--- config.mk ---
export PLATFORM = sky130hd
export DESIGN_NAME = uart_loop_monitor
export DESIGN_NICKNAME = d
export VERILOG_FILES = /design/src/rtl/uart_loop_monitor.sv
export SDC_FILE = /design/constraint.sdc
export NUM_CORES = 1
export LEC_CHECK = 0
export BUFFER_PORTS_ARGS = -buffer_cell sky130_fd_sc_hd__buf_4
export CAP_MARGIN = 5
export CORE_UTILIZATION = 55
export DETAILED_ROUTE_END_ITERATION = 10
export PLACE_DENSITY_LB_ADDON = 0.1
export SLEW_MARGIN = 20
export SYNTH_ARGS = -nofsm -noshare
export SYNTH_HDL_FRONTEND = slang
export SYNTH_SLANG_ARGS = --single-unit
--- constraint.sdc ---
create_clock -name clock -period 5.5 [get_ports clock]
set_input_delay 0.55 -clock clock [delete_from_list [all_inputs] [get_ports clock]]
set_output_delay 0.55 -clock clock [all_outputs]
set_load 0.02 [all_outputs]
--- src/rtl/uart_loop_monitor.sv ---
// Serial loopback (1-cycle registered, with bit-flip injection) plus UART frame monitor,
// FWFT capture FIFO and saturating counters. Define UART_MON_PARITY_EN for even-parity frames.
module uart_loop_monitor #(
  parameter int CLKS_PER_BIT = 868,
  parameter int DATA_BITS    = 8,
  parameter int FIFO_DEPTH   = 16
) (
  input  logic                 clock,
  input  logic                 reset,
  input  logic                 tx_bit,
  output logic                 rx_bit,
  input  logic                 inject,
  output logic                 rd_valid,
  input  logic                 rd_ready,
  output logic [DATA_BITS-1:0] rd_data,
  output logic                 rd_ferr,
  output logic                 rd_perr,
  output logic [15:0]          frame_count,
  output logic [15:0]          ferr_count,
  output logic [15:0]          perr_count,
  output logic                 overflow
);

  localparam int CNT_W = $clog2(CLKS_PER_BIT);
  localparam int BIT_W = $clog2(DATA_BITS + 1);
  localparam int AW    = $clog2(FIFO_DEPTH);
  localparam int PW    = AW + 1;

  localparam logic [CNT_W-1:0] HALF_M1  = CNT_W'(CLKS_PER_BIT / 2 - 1);
  localparam logic [CNT_W-1:0] FULL_M1  = CNT_W'(CLKS_PER_BIT - 1);
  localparam logic [BIT_W-1:0] LAST_BIT = BIT_W'(DATA_BITS - 1);

  typedef enum logic [2:0] {S_IDLE, S_START, S_DATA, S_PARITY, S_STOP} state_e;

  typedef struct packed {
    logic [DATA_BITS-1:0] data;
    logic                 ferr;
    logic                 perr;
  } entry_t;

  function automatic logic [15:0] sat_inc(input logic [15:0] v, input logic en);
    return (en && v != 16'hFFFF) ? v + 16'd1 : v;
  endfunction

  state_e               state_q, state_d;
  logic [CNT_W-1:0]     cnt_q, cnt_d;
  logic [BIT_W-1:0]     bit_q, bit_d;
  logic [DATA_BITS-1:0] shift_q, shift_d;
  logic                 perr_q, perr_d;
  logic                 tx_q, tx_d;
  logic                 rx_q, rx_d;
  logic [PW-1:0]        wr_ptr_q, wr_ptr_d;
  logic [PW-1:0]        rd_ptr_q, rd_ptr_d;
  logic [15:0]          frame_cnt_q, frame_cnt_d;
  logic [15:0]          ferr_cnt_q, ferr_cnt_d;
  logic [15:0]          perr_cnt_q, perr_cnt_d;
  logic                 overflow_q, overflow_d;

  logic   push, push_ok, pop, empty, full, at_bit_end;
  entry_t push_entry, head;
  entry_t mem_q [FIFO_DEPTH];

  assign tx_d = tx_bit;
  assign rx_d = tx_bit ^ inject;

  // Monitor FSM: next state, bit counters and the entry pushed at mid-stop-bit.
  always_comb begin
    // NOTE: every variable gets a default before the case, so no path leaves one
    // unassigned and no latch is inferred.
    state_d    = state_q;
    cnt_d      = cnt_q + CNT_W'(1);
    bit_d      = bit_q;
    shift_d    = shift_q;
    perr_d     = perr_q;
    push       = 1'b0;
    push_entry = '0;
    at_bit_end = (cnt_q == FULL_M1);

    case (state_q)
      S_IDLE: begin
        if (tx_q && !tx_bit) begin
          state_d = S_START;
          cnt_d   = '0;
        end
      end
      S_START: begin
        if (cnt_q == HALF_M1) begin
          if (!tx_bit) begin
            state_d = S_DATA;
            cnt_d   = '0;
            bit_d   = '0;
            perr_d  = 1'b0;
          end else begin
            state_d = S_IDLE;
          end
        end
      end
      S_DATA: begin
        if (at_bit_end) begin
          cnt_d   = '0;
          shift_d = {tx_bit, shift_q[DATA_BITS-1:1]};
          if (bit_q == LAST_BIT) begin
`ifdef UART_MON_PARITY_EN
            state_d = S_PARITY;
`else
            state_d = S_STOP;
`endif
          end else begin
            bit_d = bit_q + BIT_W'(1);
          end
        end
      end
`ifdef UART_MON_PARITY_EN
      S_PARITY: begin
        if (at_bit_end) begin
          cnt_d   = '0;
          perr_d  = (^shift_q) != tx_bit;
          state_d = S_STOP;
        end
      end
`endif
      S_STOP: begin
        if (at_bit_end) begin
          push            = 1'b1;
          push_entry.data = shift_q;
          push_entry.ferr = !tx_bit;
          push_entry.perr = perr_q;
          state_d         = S_IDLE;
        end
      end
      default: state_d = S_IDLE;
    endcase
  end

  // FIFO control: a push into a full FIFO still lands if the head pops this cycle.
  always_comb begin
    empty       = (wr_ptr_q == rd_ptr_q);
    full        = (wr_ptr_q[AW] != rd_ptr_q[AW]) && (wr_ptr_q[AW-1:0] == rd_ptr_q[AW-1:0]);
    pop         = rd_ready && !empty;
    push_ok     = push && (!full || pop);
    wr_ptr_d    = wr_ptr_q + PW'(push_ok);
    rd_ptr_d    = rd_ptr_q + PW'(pop);
    overflow_d  = overflow_q | (push && !push_ok);
    frame_cnt_d = sat_inc(frame_cnt_q, push);
    ferr_cnt_d  = sat_inc(ferr_cnt_q, push && push_entry.ferr);
    perr_cnt_d  = sat_inc(perr_cnt_q, push && push_entry.perr);
  end

  always_ff @(posedge clock) begin
    // NOTE: sequential state uses non-blocking assignments so every flop samples
    // the pre-edge values regardless of statement order.
    if (reset) begin
      state_q     <= S_IDLE;
      cnt_q       <= '0;
      bit_q       <= '0;
      shift_q     <= '0;
      perr_q      <= 1'b0;
      tx_q        <= 1'b1;
      rx_q        <= 1'b1;
      wr_ptr_q    <= '0;
      rd_ptr_q    <= '0;
      frame_cnt_q <= '0;
      ferr_cnt_q  <= '0;
      perr_cnt_q  <= '0;
      overflow_q  <= 1'b0;
    end else begin
      state_q     <= state_d;
      cnt_q       <= cnt_d;
      bit_q       <= bit_d;
      shift_q     <= shift_d;
      perr_q      <= perr_d;
      tx_q        <= tx_d;
      rx_q        <= rx_d;
      wr_ptr_q    <= wr_ptr_d;
      rd_ptr_q    <= rd_ptr_d;
      frame_cnt_q <= frame_cnt_d;
      ferr_cnt_q  <= ferr_cnt_d;
      perr_cnt_q  <= perr_cnt_d;
      overflow_q  <= overflow_d;
    end
  end

  // NOTE: the storage array is deliberately not reset; the pointers alone define
  // which entries are valid, and outputs are gated to zero while empty.
  always_ff @(posedge clock) begin
    if (push_ok) mem_q[wr_ptr_q[AW-1:0]] <= push_entry;
  end

  assign head        = mem_q[rd_ptr_q[AW-1:0]];
  assign rx_bit      = rx_q;
  assign rd_valid    = !empty;
  assign rd_data     = empty ? '0 : head.data;
  assign rd_ferr     = !empty && head.ferr;
  assign rd_perr     = !empty && head.perr;
  assign frame_count = frame_cnt_q;
  assign ferr_count  = ferr_cnt_q;
  assign perr_count  = perr_cnt_q;
  assign overflow    = overflow_q;

endmodule

Word level (Yosys, flattened, before mapping)
Memory sizes are Yosys's and may differ from the RTL's. A register that Yosys moved wholly into a read port is not among the register bits.
Index checks and enable logic that the tools add are counted.
- word-level logic and storage cells: 88
- memories kept: 1
- output and inout bits: 61
- input port bits: 5
- RAM bits: 160
- bits in registers: 86
- add/sub/neg operators: 7
- multiplexer cells: 25
- bitwise logic cells: 2
- reduce and logical (&&, ||, !) cells: 22
- eq/ne operators: 19
- memory list (name ; words ; bits a word ; rd ports ; clocked after memory_dff ; wr ports ; RTL line ; text):
    mem_q ; 16 ; 10 ; 1 ; 1 ; 1 ; 61 ; entry_t mem_q [FIFO_DEPTH];
- operator list (kind ; count):
    two-way mux 10 bit ; 6
    adder 16 x 1 -> 16 bit, second input constant ; 3
    != test 16 bit, second input constant ; 3
    case mux 10 bit (3 select lines) ; 1
    two-way mux 4 bit ; 5
    two-way mux 3 bit ; 5
    != test 2 bit, second input constant ; 7
    logical AND 1 bit ; 12
    case mux 3 bit (4 select lines) ; 1
    adder 10 x 1 -> 10 bit, second input constant ; 1
    adder 5 x 1 -> 5 bit ; 2
    == test 10 bit, second input constant ; 1
    == test 10 x 9 -> 1 bit, second input constant ; 1
    AND reduction 5 bit ; 2
    two-way mux 8 bit ; 1
    case mux 4 bit (2 select lines) ; 1
    == test 5 bit ; 1
    adder 4 x 1 -> 4 bit, second input constant ; 1
    == test 4 x 3 -> 1 bit, second input constant ; 1
    == test 4 bit ; 1
    zero test 1 bit ; 4
    two-way mux 1 bit ; 4
    == test 3 x 1 -> 1 bit, second input constant ; 1
    == test 3 x 2 -> 1 bit, second input constant ; 1
    9 further kinds ; 9

Logic depth before layout (Yosys ltp)
- depth in word-level cells: 8
- depth in mapped cells: 10
- gate-level depth less buffers: 9

Least setup slack after synthesis
No wires, ideal clock.
- path kind: flip-flop to flip-flop
- from: register cnt_q[0]
- to: memory mem_q[2][1] (netlist bit), enable pin
- path buffers: 1
- cell stages (with the launch flop): 8
- arrival: 2.230 ns
- slack: 2.883 ns
- data required time: 5.113 ns
- period minus slack after synthesis: 2.617 ns
- setup time: 0.387 ns
- cells stage by stage: dfxtp_1 ha_1 nor4bb_1 buf_4 and4_1 o31a_2 nand3b_1 nor3_1
- longest elaborated chain between the ends: 6
- RTL lines (what ; RTL line ; text):
    from (decl) ; 46 ; logic [CNT_W-1:0] cnt_q, cnt_d;
    from (signal assigned) ; 168 ; cnt_q <= cnt_d;
    == test 10 bit ; 77 ; at_bit_end = (cnt_q == FULL_M1);
    two-way mux 1 bit ; 123 ; if (at_bit_end) begin
    two-way mux 1 bit ; 79 ; case (state_q)
    logical AND 1 bit ; 140 ; push_ok = push && (!full || pop);
    two-way mux 1 bit ; 186 ; if (push_ok) mem_q[wr_ptr_q[AW-1:0]] <= push_entry;
    two-way mux 1 bit (implied by the code) ; 186 ;
    to (decl) ; 61 ;
Every way passes these cells.

Worst setup path after layout
- from: register rd_ptr_q[0]
- to: output port rd_data[4]
- longest elaborated chain between the ends: 2
- RTL lines (what ; RTL line ; text):
    from (decl) ; 53 ; logic [PW-1:0] rd_ptr_q, rd_ptr_d;
    from (signal assigned) ; 175 ; rd_ptr_q <= rd_ptr_d;
    == test 5 bit ; 137 ; empty = (wr_ptr_q == rd_ptr_q);
    two-way mux 8 bit ; 192 ; assign rd_data = empty ? '0 : head.data;
    to (decl) ; 15 ; output logic [DATA_BITS-1:0] rd_data,
Every way passes these cells.

==> results.cfg <==
[setup_path]
slowest_stage = dfxtp_4
endpoint_kind = output port
cp_cell_sequence = buf_4, mux4_2, a22oi_1, a21oi_1, buf_4
cp.required_ps = 4950
crit_path_max_incr_delay_ps = 720
arrival_ps = 2660
cp_max_fo = 29
setup.worst_path.start_class = flip-flop
path_common_cell = buf_4
crit_type = reg2out

[logic_synthesis]
synth-main-ff-cell = edfxtp_1
synth-edff-count = 144
syn_area_mm2 = 0.009119
yosysSeqAreaShare_pct = 62.79
netlist_instances = 666
yosys_warnings = 0
synth.avg_cell_area_um2 = 13.69
ys_types = 55
ys_ff_latch = 214
ys_async_sr_fraction_pct = 0

[grt]
grt_max_degree = 66
antenna_found_initial = 0
grt_pass1_wl_um = 27950
grt_use_total_pct = 21.72
gr-total-overflow = 0
first_global_vias = 5193

[placed_design]
dp_hpwl_um = 11460
globalplace.congestion = 0.7668
placed_cell_area_mm2 = 0.009574
place_inst = 902
io_buffers = 48

[sta]
fin_crit_sh_pct = 58.38
setup_tns_ps = 0
clock.fmax_mhz = 311.5
whs_ps = 267.2
setup-violations-final = 0
rsz0062_at_grt = false
tightest_slew_ps = 906.6
finalClockSkew_ps = 11.31
relSlewSlack_pct = 39.34
final_hold_viol_count = 0
fin_crit_ps = 3211
slew_viol_final = 0

[cts]
clockBufferDepth = 3
post_cts_buffers = 0
cts_hold_buf = 0
cts_buffers = 22
cts.sinks = 214
insertion_delay_ps = 490
clk_pin_slew_ps = 60
cts_tree = yes
cts-root-buf = clkbuf_16
cts_max_level = 1
cts_resized = 0

[layout]
most-common-layout-cells = 144 x edfxtp_1, 76 x nor2_1, 69 x dfxtp_1
area_delta_synth_final_pct = 13.27
stdcell_count = 942
fin_area_mm2 = 0.01033
final_common_cell = edfxtp_1
drive_gt1_share_pct = 20.80
diodes = 0
nNetsFinal = 724

[floorplan]
initial_core_util_pct = 56.79
rows = 46
chipHeight_um = 130.8
ios = 66
core_mm2 = 0.01606
die_x_um = 130.8
die_area_mm2 = 0.01710

[power]
vdd_drop_max_mv = 0.1834
pwr-share-clk_pct = 46.1
p_seq_share_pct = 52.9
comb_power_share_pct = 1.0
p_leak_nw = 3.627
switching_power_uw = 615.6
switching_share_pct = 19.14
cellInternalPower_mw = 2.601
p_per_area_mw_per_mm2 = 311.4

[route]
avgViaCountPerCell = 5.765
vias = 5431
drtPass1Iterations = 4
dr.first_iter.drc_count = 308
drc_errors = 0
route.antenna.remaining_nets = 0
wl_per_cell_um = 18.79
routed_wl_um = 17700

[run_status]
status = completed

[job]
drv_cap = 0

[min_path]
hold_class = in2reg
-- power by group through the flow --
stage	registers [mW]	clock network, mW	logic (mW)
2_1_floorplan	1.74	0	0.0337
3_3_place_gp	1.74	0	0.0316
3_5_place_dp	1.74	0	0.0322
4_1_cts	1.70	1.51	0.0331
5_1_grt	1.70	1.58	0.0368
6_report	1.70	1.48	0.0329
-- per-layer routing --
metal	global-route usage (%)	wire length, um
met1	30.54	7857
met2	36.20	8628
met5	0	0
met4	4.665	214
met3	3.094	999
-- sequential cells by signal, summed over array words and instances, names as in the netlist --
register	cells
mem_q	144
rd_ptr_q	5
frame_count	16
ferr_count	16
rx_bit	1
state_q	3
tx_q	1
shift_q	8
bit_q	4
overflow	1
cnt_q	10
wr_ptr_q	5
-- metrics by stage --
step / setup slack, ps / util [%] / power (mW)
2_1_floorplan: 2883 / - / 1.771
3_3_place_gp: 2225 / 59.62 / 1.768
3_5_place_dp: 2042 / 59.62 / 1.769
4_1_cts: 1888 / 64.18 / 3.245
5_1_grt: 2083 / 64.32 / 3.313
6_report: 2289 / 64.32 / 3.216
-- final timing paths --
check,startpoint,to,slack (ps),cells after the start
hold reg to reg,shift_q[0]$_SDFFE_PP0P_,shift_q[0]$_SDFFE_PP0P_,450,2
setup / recovery,rd_ptr_q[0]$_SDFF_PP0_,rd_data[4],2290,5
setup reg to reg,cnt_q[0]$_SDFF_PP0_,mem_q[15][3]$_DFFE_PP_,2350,7
hold / removal,inject,rx_bit$_SDFF_PP1_,270,3
-- worst max-delay path: cells and delay by family, from the launching register on --
kind            cells  cell delay, ps
buf+inv             2             540
flops               1             720
mux                 1             520
compound gates      2             380
-- synth_stat cells (all sizes together), types with 9 or more instances --
master	instances	area, um^2
nand4	20	146.4
and2	11	68.82
nor2	76	285.3
clkbuf	16	60.06
ha	9	112.6
dfxtp	70	1401
a21oi	23	115.1
nand2	40	150.1
nor3	21	140.1
nor4	13	112.6
mux4	36	810.8
a22oi	18	135.1
xor2	9	78.83
nand3	18	90.09
nor2b	10	62.56
buf	32	206.4
edfxtp	144	4324
xnor2	38	332.8
-- cell families (layout without fill, tap and decap cells) --
family | after synthesis | count (layout) | share of synthesized area [%]
buffers and inverters | 56 | 100 | 3.252
DFF | 214 | 214 | 62.79
other | 1 | 17 | 0.04112
adders and majority gates | 9 | 9 | 1.235
and+or+nand+nor | 245 | 245 | 15.18
muxes | 37 | 37 | 9.015
AOI/OAI and AO/OA | 57 | 57 | 3.979
xor gates and xnor gates | 47 | 47 | 4.514
-- area by class of cell --
| class | count | area (um^2) |
|---|---|---|
| repair buffers | 52 | 390.4 |
| well taps | 216 | 270.3 |
| fillers | 1150 | 5729 |
| clock inverters | 11 | 103.9 |
| multi-input cells | 412 | 3177 |
| clock buffers | 29 | 628.1 |
| inverters | 8 | 30.03 |
| flip-flops and latches | 214 | 5729 |
Power figures use the tool's default switching activity.
